<file path="src/rtl/txll_arb.sv">
// rtl/txll_arb.sv - frame-atomic two-requester arbiter in front of a TX FIFO write port
//
// Arbitrates two 36-bit word streams onto one TX FIFO write port. Once a
// requester is granted it owns the port until the word carrying EOF (bit 34)
// is written. A new frame only starts while fewer than C_MAX_FRAMES complete
// frames are outstanding and the FIFO is not almost full.
//
// Optional build macro: TXLL_ARB_STRICT_PRIO_EN (src0 always wins a tie in IDLE);
// when undefined, ties are resolved round-robin.
//
// Ports:
//   wr_clk, rst                          clock, synchronous active-high reset
//   srcN_di/srcN_valid/srcN_ready        requester N word stream (N = 0, 1)
//   fifo_wr_di/fifo_wr_en                TX FIFO write port
//   fifo_wr_full/fifo_wr_almost_full     TX FIFO fill status
//   fifo_wr_eof_poped                    one pulse per EOF word popped (wr_clk domain)
//   grant                                one-hot current owner, 00 when idle
//   frames_out                           complete frames written, not yet popped
module txll_arb #(
  parameter int C_MAX_FRAMES = 8
) (
  input  logic        wr_clk,
  input  logic        rst,
  input  logic [35:0] src0_di,
  input  logic        src0_valid,
  output logic        src0_ready,
  input  logic [35:0] src1_di,
  input  logic        src1_valid,
  output logic        src1_ready,
  output logic [35:0] fifo_wr_di,
  output logic        fifo_wr_en,
  input  logic        fifo_wr_full,
  input  logic        fifo_wr_almost_full,
  input  logic        fifo_wr_eof_poped,
  output logic [1:0]  grant,
  output logic [3:0]  frames_out
);

  localparam logic [3:0] MAX_FRAMES = 4'(C_MAX_FRAMES);

  typedef enum logic [1:0] {
    IDLE = 2'd0,
    GNT0 = 2'd1,
    GNT1 = 2'd2
  } state_t;

  state_t     state_q, state_d;
  logic       last_grant_q, last_grant_d;  // 0 = src0 granted last, 1 = src1
  logic [3:0] frames_q, frames_d;

  logic wr0, wr1, eof_wr, can_start, pop_ok;

  // Outputs follow the state; reset forces them quiet even before the
  // reset edge has returned the FSM to IDLE, so an abandoned frame writes nothing.
  always_comb begin
    grant      = 2'b00;
    src0_ready = 1'b0;
    src1_ready = 1'b0;
    if (!rst) begin
      grant      = {state_q == GNT1, state_q == GNT0};
      src0_ready = (state_q == GNT0) && !fifo_wr_full;
      src1_ready = (state_q == GNT1) && !fifo_wr_full;
    end
  end

  assign wr0        = src0_valid & src0_ready;
  assign wr1        = src1_valid & src1_ready;
  assign fifo_wr_en = wr0 | wr1;
  assign fifo_wr_di = wr0 ? src0_di : (wr1 ? src1_di : 36'd0);
  assign eof_wr     = fifo_wr_en & fifo_wr_di[34];
  assign frames_out = frames_q;

  // Admission checks apply only at frame start; mid-frame only full stalls.
  assign can_start = (frames_q < MAX_FRAMES) && !fifo_wr_almost_full;
  // A pop with nothing outstanding is spurious and dropped.
  assign pop_ok    = fifo_wr_eof_poped && (frames_q != 4'd0);

  always_comb begin
    state_d      = state_q;
    last_grant_d = last_grant_q;
    frames_d     = frames_q;

    case (state_q)
      IDLE: begin
        if (can_start) begin
`ifdef TXLL_ARB_STRICT_PRIO_EN
          if (src0_valid)      state_d = GNT0;
          else if (src1_valid) state_d = GNT1;
`else
          if (src0_valid && src1_valid) state_d = last_grant_q ? GNT0 : GNT1;
          else if (src0_valid)          state_d = GNT0;
          else if (src1_valid)          state_d = GNT1;
`endif
        end
      end
      GNT0:    if (wr0 && src0_di[34]) state_d = IDLE;
      GNT1:    if (wr1 && src1_di[34]) state_d = IDLE;
      default: state_d = IDLE;
    endcase

    if (state_q == IDLE && state_d == GNT0) last_grant_d = 1'b0;
    if (state_q == IDLE && state_d == GNT1) last_grant_d = 1'b1;

    case ({eof_wr, pop_ok})
      2'b10:   frames_d = frames_q + 4'd1;
      2'b01:   frames_d = frames_q - 4'd1;
      default: frames_d = frames_q;
    endcase
  end

  always_ff @(posedge wr_clk) begin
    if (rst) begin
      state_q      <= IDLE;
      last_grant_q <= 1'b1;  // src0 wins the first tie after reset
      frames_q     <= 4'd0;
    end else begin
      state_q      <= state_d;
      last_grant_q <= last_grant_d;
      frames_q     <= frames_d;
    end
  end

endmodule

</file>
<file path="config.mk">
export PLATFORM = sky130hd
export DESIGN_NAME = txll_arb
export DESIGN_NICKNAME = d
export VERILOG_FILES = /design/src/rtl/txll_arb.sv
export SDC_FILE = /design/constraint.sdc
export NUM_CORES = 1
export LEC_CHECK = 0
export ABC_AREA = 1
export CORE_MARGIN = 4
export CORE_UTILIZATION = 26
export DETAILED_ROUTE_END_ITERATION = 10
export GPL_TIMING_DRIVEN = 0
export PLACE_DENSITY = 0.89
export SLEW_MARGIN = 30
export SYNTH_ARGS = -nofsm -noshare
export SYNTH_HDL_FRONTEND = slang
export SYNTH_SLANG_ARGS = --single-unit
</file>
<file path="constraint.sdc">
create_clock -name wr_clk -period 3 [get_ports wr_clk]
set_clock_uncertainty 0.1 [all_clocks]
set_input_delay 0.45 -clock wr_clk [delete_from_list [all_inputs] [get_ports wr_clk]]
set_output_delay 0.45 -clock wr_clk [all_outputs]
set_load 0.01 [all_outputs]
</file>
### Word level (Yosys, flattened, before mapping)

Cells that the tools add are included.

| cells by class | value |
|---|---|
| add/sub/neg operators | 2 |
| multipliers | 0 |
| divide/modulo/power cells | 0 |
| magnitude comparators | 1 |
| equality and inequality tests | 6 |
| shift-type cells | 0 |
| mux-type cells | 14 |
| bitwise operators | 4 |
| reductions and logical operators | 15 |

Operator list:

| kind | number |
|---|---|
| 36-bit 2-to-1 mux | 2 |
| 2-bit 2-to-1 mux | 8 |
| 1-bit logical AND | 9 |
| 4-bit case mux with 2 select lines | 1 |
| 2-bit by 1-bit == test with 1-bit output (second input constant) | 3 |
| 2-bit == test (second input constant) | 3 |
| 2-bit case mux with 3 select lines | 1 |
| 4-bit by 1-bit adder with 4-bit output (second input constant) | 1 |
| 4-bit < comparator (second input constant) | 1 |
| 4-bit nonzero test | 1 |
| 4-bit by 1-bit subtractor with 4-bit output (second input constant) | 1 |
| 1-bit bitwise AND | 3 |
| 1-bit logical NOT | 2 |
| 2-bit logical NOT | 1 |
| 1-bit 2-to-1 mux | 2 |
| 2-bit nonzero test | 1 |
| 2-bit OR reduction | 1 |
| 1-bit OR | 1 |

| word-level totals | value |
|---|---|
| register bits | 7 |
| latch bits | 0 |
| bits in writable memories | 0 |
| ROM bits | 0 |
| input port bits | 79 |
| output and inout port bits | 45 |
| logic and storage cells | 45 |
| memories kept | 0 |

### Logic depth before layout (Yosys ltp)

Gate-level depths: netlist of run 1.

| depth | value |
|---|---|
| depth in word-level cells | 10 |
| mapped depth | 18 |
| depth with buffers taken out | 18 |

### Least setup slack after synthesis of run 1

No wires, ideal clock.

| path | value |
|---|---|
| path type | input-to-reg |
| start point | input fifo_wr_full |
| end point | register frames_q[2], in the netlist frames_out[2] |
| setup time | 0.115 ns |
| data arrival time | 2.098 ns |
| data required time | 2.785 ns |
| path slack | 0.687 ns |
| stages | 15 |
| buffers on the path | 0 |
| cell sequence | nor3_4 nand2_2 inv_4 nand2_1 nand2_1 inv_1 ha_1 nand2_1 inv_1 nor2_1 ha_1 a21oi_1 xnor2_1 o21ai_0 inv_1 |

| between the ends | value |
|---|---|
| word-level cells in the longest chain between the ends | 9 |
| elaborated cells between the ends (all ways) | 15 |
| classes of those cells | eq/ne: 2; mux: 5; bitwise: 4; reduce/logical: 4 |

RTL lines:

| element | RTL line | source |
|---|---|---|
| from (decl) | 32 | `input logic fifo_wr_full,` |
| 1-bit logical NOT * | 61, 62 |  |
| 1-bit logical AND | 62 | `src1_ready = (state_q == GNT1) && !fifo_wr_full;` |
| 1-bit 2-to-1 mux | 59 | `if (!rst) begin` |
| 1-bit bitwise AND | 67 | `assign wr1 = src1_valid & src1_ready;` |
| 36-bit 2-to-1 mux | 69 | `assign fifo_wr_di = wr0 ? src0_di : (wr1 ? src1_di : 36'd0);` |
| 36-bit 2-to-1 mux * | 69 |  |
| named net fifo_wr_di[34] | 30 | `output logic [35:0] fifo_wr_di,` |
| 1-bit bitwise AND * | 70 | `assign eof_wr = fifo_wr_en & fifo_wr_di[34];` |
| 2-bit by 1-bit == test with 1-bit output or 2-bit == test (tied branches) | 104 | `case ({eof_wr, pop_ok})` |
| 4-bit case mux with 2 select lines or 2-bit nonzero test (tied branches) | n/a |  |
| to (signal assigned) | 119 | `frames_q <= frames_d;` |
| to (decl) | 49 | `logic [3:0] frames_q, frames_d;` |

The timed path passes the listed nets; every way through them passes the cells marked *.
A chain may end at the register's enable or synchronous reset.

### Final worst setup path of run 1

| path | value |
|---|---|
| start point | input src1_valid |
| end point | output fifo_wr_di[33] |

| between the ends | value |
|---|---|
| word-level cells in the longest chain between the ends | 3 |

RTL lines:

| element | RTL line | source |
|---|---|---|
| from (decl) | 28 | `input logic src1_valid,` |
| 1-bit bitwise AND | 67 |  |
| 36-bit 2-to-1 mux (2 in a row) | 69 |  |
| to (decl) | 30 |  |

No other way between the ends.

==> metrics.yaml, run 1 <==
synth.top_cells.by_count: "nand2_1, nand3_1, inv_1"
synth_most_common_cell: "nand2_1"
placed_area_mm2: 0.00230
seq_area_frac_synth_pct: 13.9
maxSlewHeadroom_pct: 69.9
cts_tree: "done"
synth.top_cell.area_share_pct: 32.8
rsz0062_at_grt: "no"
vias: 1690
ff2ff_path_depth: 17
final_core_util_pct: 63.1
gp_congestion: 0.892
cts_setup_buffers: 0
hold_viol: 0
synthFlopType: "dfxtp_1"
synth_top_area_cell: "nand2_1"
clock-sinks: 7
synthArstFlopShare_pct: 0
clk_pin_slew_ns: 0.04
fin_area_mm2: 0.00234
finalWirelength_mm: 4.74
grt_max_degree: 11
ant_nets: 0
portBuffers: 123
setup_total_negative_slack_ns: 0
vias_per_cell: 4.62
worst_pin_slew_ns: 0.451
critPathCaptureType: "primary output"
endpoint: "fifo_wr_di[33]"
h-tree-depth: 1
setup.worst_path.start: "src1_valid"
worstPathMaxFanout: 10
final_layout_size_suffix_gt1_share_pct: 5.66
cts_root_buffer: "clkbuf_8"
fin_ws_ns: 0.152
fin_cells: 366
synth_area_mm2: 0.00101
worst-endpoint-required_ns: 2.45
synth.area.top_cells: "nand2_1, nand3_1, dfxtp_1, buf_6, inv_1"
cp_common_cell: "clkdlybuf4s50_1"
global_route.usage.total_pct: 18.2
r2r-start: "state_q[1]"
cts_made_buffers: 3
syn_inst: 191
status: "complete, no violations"
die_h_um: 70.3
path_delay_family: "buffers and inverters"
setup_viol: 0
synthDistinctLibCells: 21
crit_cells: 6
drc: 0
die_x_um: 70.3
num_rows: 22
nNetsFinal: 401
hold_buffers: 0
min_period_over_period_pct: 94.9
dp_slack_ns: -0.000437
insertion_delay_ns: 0.23
grt_pass1_wl_mm: 7.48
fmaxAchievable_mhz: 351
critPathBufInv: 4
place_hpwl_mm: 3.96
p_leak_nw: 1.07
syn_area_per_cell_um2: 5.28
slowest_delay_ns: 0.54
hp-class: "reg2reg"
cap_violations: 0
slew_violations: 0
cp_slowest_cell: "clkdlybuf4s50_1"
yosysWarnings: 0
cts-resized-gates: 0
ctsLongestPathBuffers: 2
synth_fp_nets: 273
grt_overflow: 0
areaGrowthSynthToFinish_pct: 133
power_density_mw_per_mm2: 286
arrival_ns: 2.30
power_mw: 0.670
ios: 124
drt-initial-drc-count: 87
crit_chain: "clkdlybuf4s50_1 > buf_2 > buf_1 > nand3_1 > nand2_1 > clkdlybuf4s50_1"
synth_edf_count: 0
dieArea_mm2: 0.00494
post-place-cells: 362
diodes: 0
r2r_slack_ns: 0.60
period_needed_ns: 2.85
crit_path_start_kind: "primary input"
antenna_found_initial: 0
first_pass_iters: 4
ir_drop_mv: 0.412
core-area_mm2: 0.00372
holdWs_ns: 0.369
worstReg2RegEnd: "frames_out[2]"
path_class: "in2out"
yosys_register_bits: 7
start_util_pct: 27.1
grt_pass1_vias: 1572
wl_per_cell_um: 12.9
worst register-to-register path, cell delays in order, from the launching register on:
cell and delay, ns:
dfxtp_1 0.33, inv_2 0.09, nand2_2 0.08, nor3_4 0.13, nand2_2 0.10, inv_4 0.12
nand2_1 0.08, nand2_1 0.09, inv_1 0.07, ha_1 0.22, nand2_1 0.09, inv_1 0.04
nor2_1 0.16, ha_1 0.18, a21oi_1 0.05, xnor2_1 0.13, o21ai_0 0.17, inv_1 0.06
power breakdown:
part	switching (mW)	internal, mW	total, mW
clock network	0.0471	0.0925	0.140
registers	0.0256	0.117	0.142
logic	0.172	0.216	0.388
total	0.245	0.425	0.670
registers in the layout, indices dropped and copies added, names as in the netlist:
name,count
last_grant_q,1
frames_out,4
state_q,2
area by class of cell:
type	instances	area (µm²)
timing repair buffer	123	1230
multi-input combinational	159	728
buffer	11	85.1
sequential	7	140
fill	352	1370
clock buffer	4	45.0
inverter	14	55.1
tap	48	60.1
cells by family after synthesis:
logic type,count (synthesis),synth area share [%]
AND/OR/NAND/NOR,143,61.4
adder cells (fa/ha/maj),3,3.72
buffers and inverters,25,13.9
flip-flops,7,13.9
XOR/XNOR,1,0.869
AO/OA/AOI/OAI,12,6.20
cells in the final DEF (no fill, tap or decap), drive strengths merged:
cell,Yosys,routed
ha,3,3
nor3,2,2
xnor2,1,1
o21ai,5,5
dfxtp,7,7
buf,9,9
nor2,6,6
nand2,90,90
clkdlybuf4s50,0,123
o21a,1,1
inv,14,14
nand4,2,2
nand3,43,43
a21oi,6,6
clkbuf,2,6
how the worst min path moves through the flow:
stage	depth (start not counted)	from	slack [ns]	end
6_report	2	last_grant_q	0.37	last_grant_q
5_1_grt	2	last_grant_q	0.40	last_grant_q
4_1_cts	2	last_grant_q	0.37	last_grant_q
3_5_place_dp	2	last_grant_q	0.36	last_grant_q
3_3_place_gp	2	last_grant_q	0.35	last_grant_q
2_1_floorplan	2	last_grant_q	0.33	last_grant_q
layer usage:
layer | vias to the layer above | GRT usage (%) | wire length (µm)
met3 | 8 | 4.89 | 450
met5 | - | 0 | 0
met4 | 0 | 4.47 | 62
met2 | 77 | 33.0 | 2360
met1 | 738 | 20.8 | 1860
li1 | 867 | - | -
Note: power is estimated with default switching activity, not from simulation.
==> run 2: changes to the inputs <==
Settings changed: CAP_MARGIN from default to 20.
==> results of run 2 <==
Final layout, timing and power as in run 1 (identical DEF).
